## config.mk

```make
export PLATFORM = sky130hd
export DESIGN_NAME = sysid_check_ctrl
export DESIGN_NICKNAME = d
export VERILOG_FILES = /design/src/rtl/sysid_check_ctrl.sv
export SDC_FILE = /design/constraint.sdc
export NUM_CORES = 1
export LEC_CHECK = 0
export ABC_AREA = 0
export CAP_MARGIN = 5
export CORE_MARGIN = 3
export CORE_UTILIZATION = 30
export CTS_CLUSTER_DIAMETER = 50
export DETAILED_ROUTE_END_ITERATION = 7
export GPL_TIMING_DRIVEN = 1
export SETUP_SLACK_MARGIN = 0.05
export SLEW_MARGIN = 20
export SYNTH_ARGS = -nofsm -noshare
export SYNTH_HDL_FRONTEND = slang
export SYNTH_SLANG_ARGS = --single-unit
```

## constraint.sdc

```tcl
create_clock -name clock -period 2.1 [get_ports clock]
set_input_delay 0.42 -clock clock [delete_from_list [all_inputs] [get_ports clock]]
set_output_delay 0.42 -clock clock [all_outputs]
set_load 0.02 [all_outputs]
```

## src/rtl/sysid_check_ctrl.sv

```systemverilog
// ============================================================================
// sysid_check_ctrl : Avalon-MM read master that verifies sysid ID/timestamp
// Revision: 1.0
// ============================================================================
`timescale 1ns/1ps
`default_nettype none

module sysid_check_ctrl #(
  parameter logic [31:0] EXPECTED_ID    = 32'h00000000,
  parameter logic [31:0] EXPECTED_TS    = 32'h5121D75E,
  parameter int          READ_LATENCY   = 0,
  parameter int          TIMEOUT_CYCLES = 255,
  parameter int          MAX_RETRIES    = 2,
  parameter bit          AUTO_START     = 1'b1
) (
  input  logic        clock,
  input  logic        reset_n,
  input  logic        start,
  output logic        m_address,
  output logic        m_read,
  input  logic [31:0] m_readdata,
  input  logic        m_waitrequest,
  output logic        busy,
  output logic        done,
  output logic        pass,
  output logic        timeout_err,
  output logic [2:0]  retry_count,
  output logic [31:0] captured_id,
  output logic [31:0] captured_ts
);

  localparam logic [2:0] IDLE   = 3'd0;
  localparam logic [2:0] RD_ID  = 3'd1;
  localparam logic [2:0] LAT_ID = 3'd2;
  localparam logic [2:0] RD_TS  = 3'd3;
  localparam logic [2:0] LAT_TS = 3'd4;
  localparam logic [2:0] CHECK  = 3'd5;
  localparam logic [2:0] FINISH = 3'd6;

  localparam logic [7:0] TO_LAST   = 8'(TIMEOUT_CYCLES - 1);
  localparam logic [1:0] LAT_LAST  = 2'(READ_LATENCY - 1);
  localparam logic [2:0] RETRY_MAX = 3'(MAX_RETRIES);
  localparam bit         USE_LAT   = (READ_LATENCY != 0);

  logic [2:0] state;
  logic [2:0] state_nxt;
  logic [7:0] tcnt;
  logic [1:0] lcnt;
  logic       auto_pend;

  logic accept;
  logic in_read;
  logic in_lat;
  logic cap_id;
  logic cap_ts;
  logic tmo;
  logic match;
  logic retry_ok;
  logic launch;

  assign m_read    = (state == RD_ID) || (state == RD_TS);
  assign m_address = (state == RD_TS) || (state == LAT_TS);
  assign busy      = (state != IDLE) && (state != FINISH);
  assign done      = (state == FINISH);

  assign accept   = m_read && !m_waitrequest;
  assign in_lat   = (state == LAT_ID) || (state == LAT_TS);
  assign in_read  = m_read || in_lat;
  assign cap_id   = ((state == RD_ID) && accept && !USE_LAT) ||
                    ((state == LAT_ID) && (lcnt == LAT_LAST));
  assign cap_ts   = ((state == RD_TS) && accept && !USE_LAT) ||
                    ((state == LAT_TS) && (lcnt == LAT_LAST));
  // A capture landing on the final allowed cycle beats the timeout.
  assign tmo      = in_read && !cap_id && !cap_ts && (tcnt == TO_LAST);
  assign match    = (captured_id == EXPECTED_ID) && (captured_ts == EXPECTED_TS);
  assign retry_ok = (retry_count < RETRY_MAX);
  assign launch   = (state == IDLE) && (start || auto_pend);

  always_comb begin
    state_nxt = state;
    case (state)
      IDLE: begin
        if (launch) state_nxt = RD_ID;
      end
      RD_ID: begin
        if (tmo)         state_nxt = FINISH;
        else if (accept) state_nxt = USE_LAT ? LAT_ID : RD_TS;
      end
      LAT_ID: begin
        if (tmo)         state_nxt = FINISH;
        else if (cap_id) state_nxt = RD_TS;
      end
      RD_TS: begin
        if (tmo)         state_nxt = FINISH;
        else if (accept) state_nxt = USE_LAT ? LAT_TS : CHECK;
      end
      LAT_TS: begin
        if (tmo)         state_nxt = FINISH;
        else if (cap_ts) state_nxt = CHECK;
      end
      CHECK: begin
        if (match)         state_nxt = FINISH;
        else if (retry_ok) state_nxt = RD_ID;
        else               state_nxt = FINISH;
      end
      FINISH:  state_nxt = IDLE;
      default: state_nxt = IDLE;
    endcase
  end

  always_ff @(posedge clock or negedge reset_n) begin
    if (!reset_n) begin
      state     <= IDLE;
      auto_pend <= AUTO_START;
    end else begin
      state     <= state_nxt;
      auto_pend <= 1'b0;
    end
  end

  // Per-read timeout counter restarts whenever a new read is launched.
  always_ff @(posedge clock or negedge reset_n) begin
    if (!reset_n) begin
      tcnt <= 8'd0;
    end else if (((state_nxt == RD_ID) || (state_nxt == RD_TS)) && (state_nxt != state)) begin
      tcnt <= 8'd0;
    end else if (in_read && (tcnt != 8'hFF)) begin
      tcnt <= tcnt + 8'd1;
    end
  end

  always_ff @(posedge clock or negedge reset_n) begin
    if (!reset_n) begin
      lcnt <= 2'd0;
    end else if (!in_lat) begin
      lcnt <= 2'd0;
    end else if (lcnt != 2'b11) begin
      lcnt <= lcnt + 2'd1;
    end
  end

  always_ff @(posedge clock or negedge reset_n) begin
    if (!reset_n) begin
      pass        <= 1'b0;
      timeout_err <= 1'b0;
      retry_count <= 3'd0;
      captured_id <= 32'd0;
      captured_ts <= 32'd0;
    end else begin
      if (launch) begin
        pass        <= 1'b0;
        timeout_err <= 1'b0;
        retry_count <= 3'd0;
      end
      if (cap_id) captured_id <= m_readdata;
      if (cap_ts) captured_ts <= m_readdata;
      if (tmo) begin
        timeout_err <= 1'b1;
        pass        <= 1'b0;
      end
      if (state == CHECK) begin
        if (match)         pass        <= 1'b1;
        else if (retry_ok) retry_count <= retry_count + 3'd1;
        else               pass        <= 1'b0;
      end
    end
  end

endmodule

`default_nettype wire

```

## Word-level counts from Yosys, hierarchy flattened

Cells that the tools add are included.
W data, S select, Z words.

| word-level totals | value |
|---|---|
| flip-flop bits (word level) | 83 |
| input port bits | 36 |
| output and inout port bits | 73 |
| logic and storage cells | 85 |

| cells by class | value |
|---|---|
| add/subtract/negate cells | 3 |
| order comparisons | 1 |
| eq/ne operators | 16 |
| mux-type cells | 27 |
| reductions and logical operators | 29 |

Operators by type and width:

| kind | number |
|---|---|
| $mux W3 | 15 |
| $eq A32 B31 Y1 const B | 1 |
| $logic_not A32 Y1 | 1 |
| $pmux W3 S6 | 1 |
| $mux W8 | 2 |
| $logic_and A1 B1 Y1 | 13 |
| $eq A3 B2 Y1 const B | 3 |
| $eq A3 B3 Y1 const B | 3 |
| $add A8 B1 Y8 const B | 1 |
| $eq A8 B8 Y1 const B | 1 |
| $logic_or A1 B1 Y1 | 8 |
| $ne A8 B8 Y1 const B | 1 |
| $mux W1 | 7 |
| $eq A3 B1 Y1 const B | 2 |
| $mux W2 | 2 |
| $reduce_bool A2 Y1 | 2 |
| $add A3 B1 Y3 const B | 1 |
| $logic_not A1 Y1 | 3 |
| $logic_not A3 Y1 | 1 |
| $lt A3 B2 Y1 const B | 1 |
| $ne A3 B3 Y1 | 1 |
| $ne A3 B3 Y1 const B | 1 |
| $reduce_bool A3 Y1 | 1 |
| $add A2 B1 Y2 const B | 1 |
| 3 further kinds | 3 |

## Longest topological paths before layout

Gate-level depths: netlist of run 1.

| logic depth | value |
|---|---|
| depth in word-level cells | 15 |
| mapped depth | 7 |
| mapped depth without buffers | 7 |

## Worst setup path after synthesis of run 1

OpenSTA, ideal clock, no wires.

| path | value |
|---|---|
| path kind | register to register |
| start | register captured_ts[13] |
| end | register tcnt[1] |
| setup time | 87 ps |
| arrival time | 2178 ps |
| required time | 2013 ps |
| path slack | -165 ps |
| cell stages (with the launch flop) | 7 |
| buffers on the path | 0 |
| period minus slack after synthesis | 2265 ps |
| cell sequence | dfrtp_1 > nand4b_1 > or4_4 > nor4_4 > nor3_2 > o31a_4 > a211oi_2 |

| on the way | value |
|---|---|
| longest elaborated chain between the ends | 8 |

RTL lines:

| item | line | source |
|---|---|---|
| start: declaration | 29 | `output logic [31:0] captured_ts` |
| start signal: assignment | 156 | `if (cap_ts) captured_ts <= m_readdata;` |
| $eq A32 B31 Y1 (*) | 75 | `assign match = (captured_id == EXPECTED_ID) && (captured_ts == EXPECTED_TS);` |
| $logic_and A1 B1 Y1 (*) | 75 |  |
| $mux W3 (*) | 102 | `if (match) state_nxt = FINISH;` |
| $pmux W3 S6 (*) | 81 | `case (state)` |
| $eq A3 B1 Y1 / $eq A3 B2 Y1 (equally long branches) | 125 | `end else if (((state_nxt == RD_ID) \|\| (state_nxt == RD_TS)) && (state_nxt != state)) begin` |
| $logic_or A1 B1 Y1 | 125 |  |
| $logic_and A1 B1 Y1 (*) | 125 |  |
| $mux W8 / $reduce_bool A2 Y1 (equally long branches) | n/a |  |
| end signal: assignment | 128 | `tcnt <= tcnt + 8'd1;` |
| end: declaration | 47 | `logic [7:0] tcnt;` |

Every way passes the cells marked *; elsewhere a longest branch is shown, timed or not.
A chain may end at the register's enable or synchronous reset.

## Worst setup path in the final report of run 1

| path | value |
|---|---|
| start | register captured_ts[17] |
| end | register retry_count[2] |

| on the way | value |
|---|---|
| longest elaborated chain between the ends | 4 |

RTL lines:

| item | line | source |
|---|---|---|
| $eq A32 B31 Y1 | 75 |  |
| $logic_and A1 B1 Y1 | 75 |  |
| $mux W3 | 162 | `if (match) pass <= 1'b1;` |
| $mux W3 | 161 | `if (state == CHECK) begin` |
| end signal: assignment | 163 | `else if (retry_ok) retry_count <= retry_count + 3'd1;` |
| end: declaration | 27 | `output logic [2:0] retry_count,` |

Every way passes these cells.

==> impl_metrics.tcl, run 1 <==
set metrics [dict create \
    routed-via-count 2843 \
    final_cell_mix "clkdlybuf4s50_1, dfrtp_1, mux2_2, buf_4, nand2_1" \
    synth_cell_type_count 53 \
    p_total_uw 9670 \
    num_rows 39 \
    die_w_microns 117 \
    power_frac_clock 0.169 \
    drv_slew 0 \
    p_int_uw 6100 \
    holdBufCountCts 0 \
    met1_length_microns 4590 \
    rrSetupSlack_ps -110 \
    status "finished with violations" \
    combinationalPowerShare 0.527 \
    utilization 0.494 \
    synth_area_leaders "dfrtp_1, mux2_2, nand2_1" \
    antenna-diode-count 0 \
    maxUsedRoutingLayer "met4" \
    cp-start-kind "register" \
    routedWlPerCell_microns 17.0 \
    num-nets-final 479 \
    cts.htree.levels 3 \
    first_global_vias 3067 \
    tightest_slew_ps 511 \
    synth_edf_count 0 \
    setup_slack_ps -112 \
    nFillCells 1058 \
    hold_viol 0 \
    cp.required_ps 2310 \
    layout_min_cycle_time_ps 2210 \
    drc 0 \
    drtIter0Drc 98 \
    finalCritPeriodShare 1.05 \
    ant_nets 0 \
    clkSinkCount 83 \
    grt_overflow 0 \
    start_util 0.315 \
    clk_pin_slew_ps 60 \
    max_freq_mhz 452 \
    synth_fp_nets 316 \
    place_congestion 0.779 \
    violations "setup timing" \
    tns_ps -760 \
    dp_hpwl_microns 7320 \
    area_growth_pct 57.0 \
    grt_max_degree 37 \
    die_h_microns 117 \
    whs_ps 21.4 \
    cp_max_fo 3 \
    place_ws_ps -235 \
    critPathKind "reg -> reg" \
    route.met2.wl_microns 4650 \
    cts.path.max_buffers 2 \
    syn-mean-instance-area_sq_um 13.4 \
    die_area_sq_mm 0.0136 \
    fin_skew_ps 7.63 \
    seqCellArea_sq_mm 0.00208 \
    io_pins 109 \
    routed_wl_microns 9990 \
    p_leak_uw 0.00244 \
    synthCells 276 \
    met3RoutedLength_microns 549 \
    yosysTopAreaCellShare 0.557 \
    layout-drive-gt1-share 0.390 \
    ys_ff_latch 83 \
    ys.flop_type "dfrtp_1" \
    holdCritPathClass "in -> async" \
    grt_pass1_wl_microns 15900 \
    antenna_found_initial 0 \
    synthesis.area_sq_mm 0.00368 \
    reg2reg_from "captured_ts[17]$_DFFE_PN0P_" \
    rsz0062_at_grt "yes" \
    switching_share 0.369 \
    finalSetupViolCount 13 \
    p_seq_frac 0.304 \
    timing.rr.end "retry_count[2]$_DFF_PN0_" \
    clk_latency_ps 330 \
    async_flop_share 1.00 \
    yosysWarningCount 0 \
    slew_headroom 0.655 \
    reg2reg_depth 7 \
    cts_buffers 9 \
    cp-end-kind "register" \
    first_pass_iters 6 \
    vdd_drop_max_mv 0.794 \
    arrival_ps 2420 \
    io_buffer_count 108 \
    yosysTopAreaCell "dfrtp_1" \
    seq_area_frac_synth 0.564 \
    power.switching_uw 3570 \
    layout_commonest_cell "clkdlybuf4s50_1" \
    grt.total_usage 0.149 \
    multi_input_area_sq_mm 0.00167 \
    core_area_sq_mm 0.0117 \
    power_density_mw_per_mm2 1670 \
    max_cap_violations 0 \
    tritoncts "yes" \
    root_buffer "clkbuf_16" \
    viasPerCell 4.84 \
]
-- metrics by stage --
| stage | cell area, sq um | instances |
|---|---|---|
| after floorplan | 3700 | 276 |
| after global placement | 5340 | 568 |
| after detailed placement | 5340 | 568 |
| after CTS | 5690 | 585 |
| after global routing | 5780 | 587 |
| final | 5780 | 587 |
-- sequential cells by signal (all words and copies together), names as in the netlist --
name,cells
captured_id,32
captured_ts,32
tcnt,8
retry_count,3
state,3
lcnt,2
auto_pend,1
pass,1
timeout_err,1
-- synth_stat cells, drive strengths merged (4+ instances only) --
cell / instances
dfrtp: 82
nand4: 4
clkbuf: 9
nor2: 16
ha: 4
nor4: 9
a21oi: 4
mux2: 64
nand2: 16
o21ai: 7
xor2: 5
-- kinds of logic after synthesis --
group / synth area share
AO/OA/AOI/OAI: 0.0625
XOR/XNOR: 0.0166
adder cells (fa/ha/maj): 0.0136
buffers and inverters: 0.0197
flip-flops: 0.564
multiplexers: 0.201
other: 0.00102
AND/OR/NAND/NOR: 0.122
-- worst max-delay path, stage by stage, from the launching register on --
cell and delay (ps):
dfrtp_2 400, nand4bb_1 220, or4_4 560, nor4_4 360, nor3_4 90, buf_4 150
buf_6 110, a22o_4 210
-- power groups by stage --
stage	registers (uW)	logic [uW]	clock network [uW]
floorplan	3670	1690	0
CTS	2950	5050	1680
finish	2940	5100	1630
detailed placement	2940	5010	0
global placement	2910	4960	0
global route	3070	5460	1750
-- layout make-up --
class                      instances  share of cell area
timing repair buffer             163               0.264
tap                              143              0.0309
multi-input combinational        180               0.289
sequential                        83               0.360
inverter                           2             0.00130
clock inverter                     5              0.0104
clock buffer                      11              0.0437
-- worst max-delay path by stage --
stage	from	end	slack (ps)	cells past startpoint
2_1_floorplan	captured_ts[11]$_DFFE_PN0P_	tcnt[1]$_DFFE_PN0P_	30	6
3_3_place_gp	m_waitrequest	state[2]$_DFF_PN0_	-190	6
3_5_place_dp	m_waitrequest	state[2]$_DFF_PN0_	-230	6
4_1_cts	captured_ts[17]$_DFFE_PN0P_	tcnt[1]$_DFFE_PN0P_	-20	6
5_1_grt	captured_ts[17]$_DFFE_PN0P_	tcnt[1]$_DFFE_PN0P_	-200	6
6_report	captured_ts[17]$_DFFE_PN0P_	retry_count[2]$_DFF_PN0_	-110	7
-- per-layer routing --
| layer | track usage | up-vias |
|---|---|---|
| met4 | 0.0535 | 0 |
| met5 | 0 | - |
| met2 | 0.233 | 86 |
| met1 | 0.204 | 1394 |
| li1 | - | 1346 |
| met3 | 0.0344 | 17 |
-- what timing repair did --
item	4_1_cts	5_1_grt
resized for setup	12	18
pin swaps	8	9
endpoints found under the setup margin	15	17
cloned	0	0
setup buffers	1	2
No activity file was read; power rests on OpenSTA's default activity.
==> run 2, diff against run 1 <==
- MAX_ROUTING_LAYER: not set -> met4
==> impl_metrics.tcl, run 2 (synthesis results as in run 1) <==
set metrics [dict create \
    status "finished clean" \
    core_area_sq_mm 0.0117 \
    root_buffer "clkbuf_16" \
    tritoncts "yes" \
    arrival_ps 2330 \
    slew_headroom 0.655 \
    vdd_drop_max_mv 0.832 \
    cp_max_fo 8 \
    cp-start-kind "register" \
    max_cap_violations 0 \
    grt_overflow 0 \
    ant_nets 0 \
    antenna_found_initial 0 \
    holdCritPathClass "in -> async" \
    hold_viol 0 \
    layout_min_cycle_time_ps 2080 \
    die_h_microns 117 \
    timing.rr.end "tcnt[1]$_DFFE_PN0P_" \
    critPathKind "reg -> reg" \
    tns_ps 0 \
    viasPerCell 4.77 \
    cts.htree.levels 3 \
    reg2reg_from "captured_ts[17]$_DFFE_PN0P_" \
    p_int_uw 5990 \
    reg2reg_depth 6 \
    grt.total_usage 0.153 \
    dp_hpwl_microns 7300 \
    area_growth_pct 55.3 \
    num_rows 39 \
    final_cell_mix "clkdlybuf4s50_1, dfrtp_1, mux2_2, buf_4, nand2_1" \
    largestRegisters "captured_id x32, captured_ts x32, tcnt x8" \
    place_ws_ps -216 \
    setup_slack_ps 16.1 \
    power.switching_uw 3500 \
    p_seq_frac 0.311 \
    first_global_vias 2987 \
    cp_cell_sequence "nand4bb_1, or4_4, nor4_4, nor3_4, o31a_4, a211oi_2" \
    grt_pass1_wl_microns 15400 \
    p_leak_uw 0.00242 \
    cp.required_ps 2350 \
    grt_max_degree 36 \
    io_buffer_count 108 \
    start_util 0.315 \
    finalCritPeriodShare 0.992 \
    fin_skew_ps 6.95 \
    holdBufCountCts 0 \
    clkSinkCount 83 \
    first_pass_iters 4 \
    drc 0 \
    max_freq_mhz 480 \
    whs_ps 49.7 \
    antenna-diode-count 0 \
    place_congestion 0.809 \
    power_density_mw_per_mm2 1660 \
    cts_buffers 9 \
    clk_latency_ps 330 \
    power_frac_clock 0.164 \
    cts.path.max_buffers 2 \
    die_w_microns 117 \
    slowest_stage "or4_4" \
    die_area_sq_mm 0.0136 \
    finalSetupViolCount 0 \
    cp-end-kind "register" \
    routed_wl_microns 9710 \
    layout-drive-gt1-share 0.379 \
    routedWlPerCell_microns 16.5 \
    layout_commonest_cell "clkdlybuf4s50_1" \
    tightest_slew_ps 514 \
    clk_pin_slew_ps 60 \
    io_pins 109 \
    drv_slew 0 \
    num-nets-final 481 \
    switching_share 0.369 \
    combinationalPowerShare 0.525 \
    routed-via-count 2808 \
    cpPeakStageDelay_ps 550 \
    drtIter0Drc 111 \
    rrSetupSlack_ps 20 \
    rsz0062_at_grt "yes" \
]
[run 2: worst max path at each step]
stage	cells after the start	startpoint	end	slack [ps]
floorplan	6	captured_ts[11]$_DFFE_PN0P_	tcnt[1]$_DFFE_PN0P_	30
finish	6	captured_ts[17]$_DFFE_PN0P_	tcnt[1]$_DFFE_PN0P_	20
detailed placement	6	m_waitrequest	state[2]$_DFF_PN0_	-220
global route	7	captured_id[21]$_DFFE_PN0P_	tcnt[1]$_DFFE_PN0P_	-120
CTS	6	captured_ts[17]$_DFFE_PN0P_	tcnt[3]$_DFFE_PN0P_	-30
global placement	6	m_waitrequest	state[2]$_DFF_PN0_	-180
[run 2: through the flow]
stage,utilization,instance area [sq um],std cells,power (uW)
floorplan,-,3700,276,5350
CTS,0.485,5680,586,9560
global placement,0.457,5350,570,7880
finish,0.489,5720,589,9480
global route,0.489,5720,589,10100
detailed placement,0.457,5350,570,7940
[run 2: timing repair]
item	4_1_cts	5_1_grt
gates resized for setup	12	6
pin swaps	9	2
buffers inserted	0	3
setup endpoints to repair	18	17
[run 2: final cells by class]
| type | instances | area [sq um] |
|---|---|---|
| Clock buffer | 12 | 267 |
| Clock inverter | 4 | 31.3 |
| Fill cell | 1074 | 5990 |
| Inverter | 2 | 7.51 |
| Multi-Input combinational cell | 180 | 1620 |
| Sequential cell | 83 | 2080 |
| Tap cell | 143 | 179 |
| Timing Repair Buffer | 165 | 1540 |
[run 2: worst max-delay path: cells and delay by family (launching register included)]
family / cells / cell delay (ps)
AOI/OAI and AO/OA: 2 / 480
and+or+nand+nor: 4 / 1120
DFF: 1 / 400
[run 2: metal layers]
layer / part of all wire / up-vias / global-route usage
li1: - / 1351 / -
met1: 0.47 / 1364 / 0.199
met2: 0.46 / 86 / 0.233
met3: 0.059 / 7 / 0.0447
met4: 0.011 / 0 / 0.0459
met5: 0 / - / -
[run 2: power by group through the flow]
stage	logic, uW	clock network (uW)	registers (uW)
after global placement	4950	0	2930
final	4980	1550	2950
after CTS	5010	1590	2960
after detailed placement	4990	0	2950
after global routing	5340	1670	3060
after floorplan	1690	0	3670
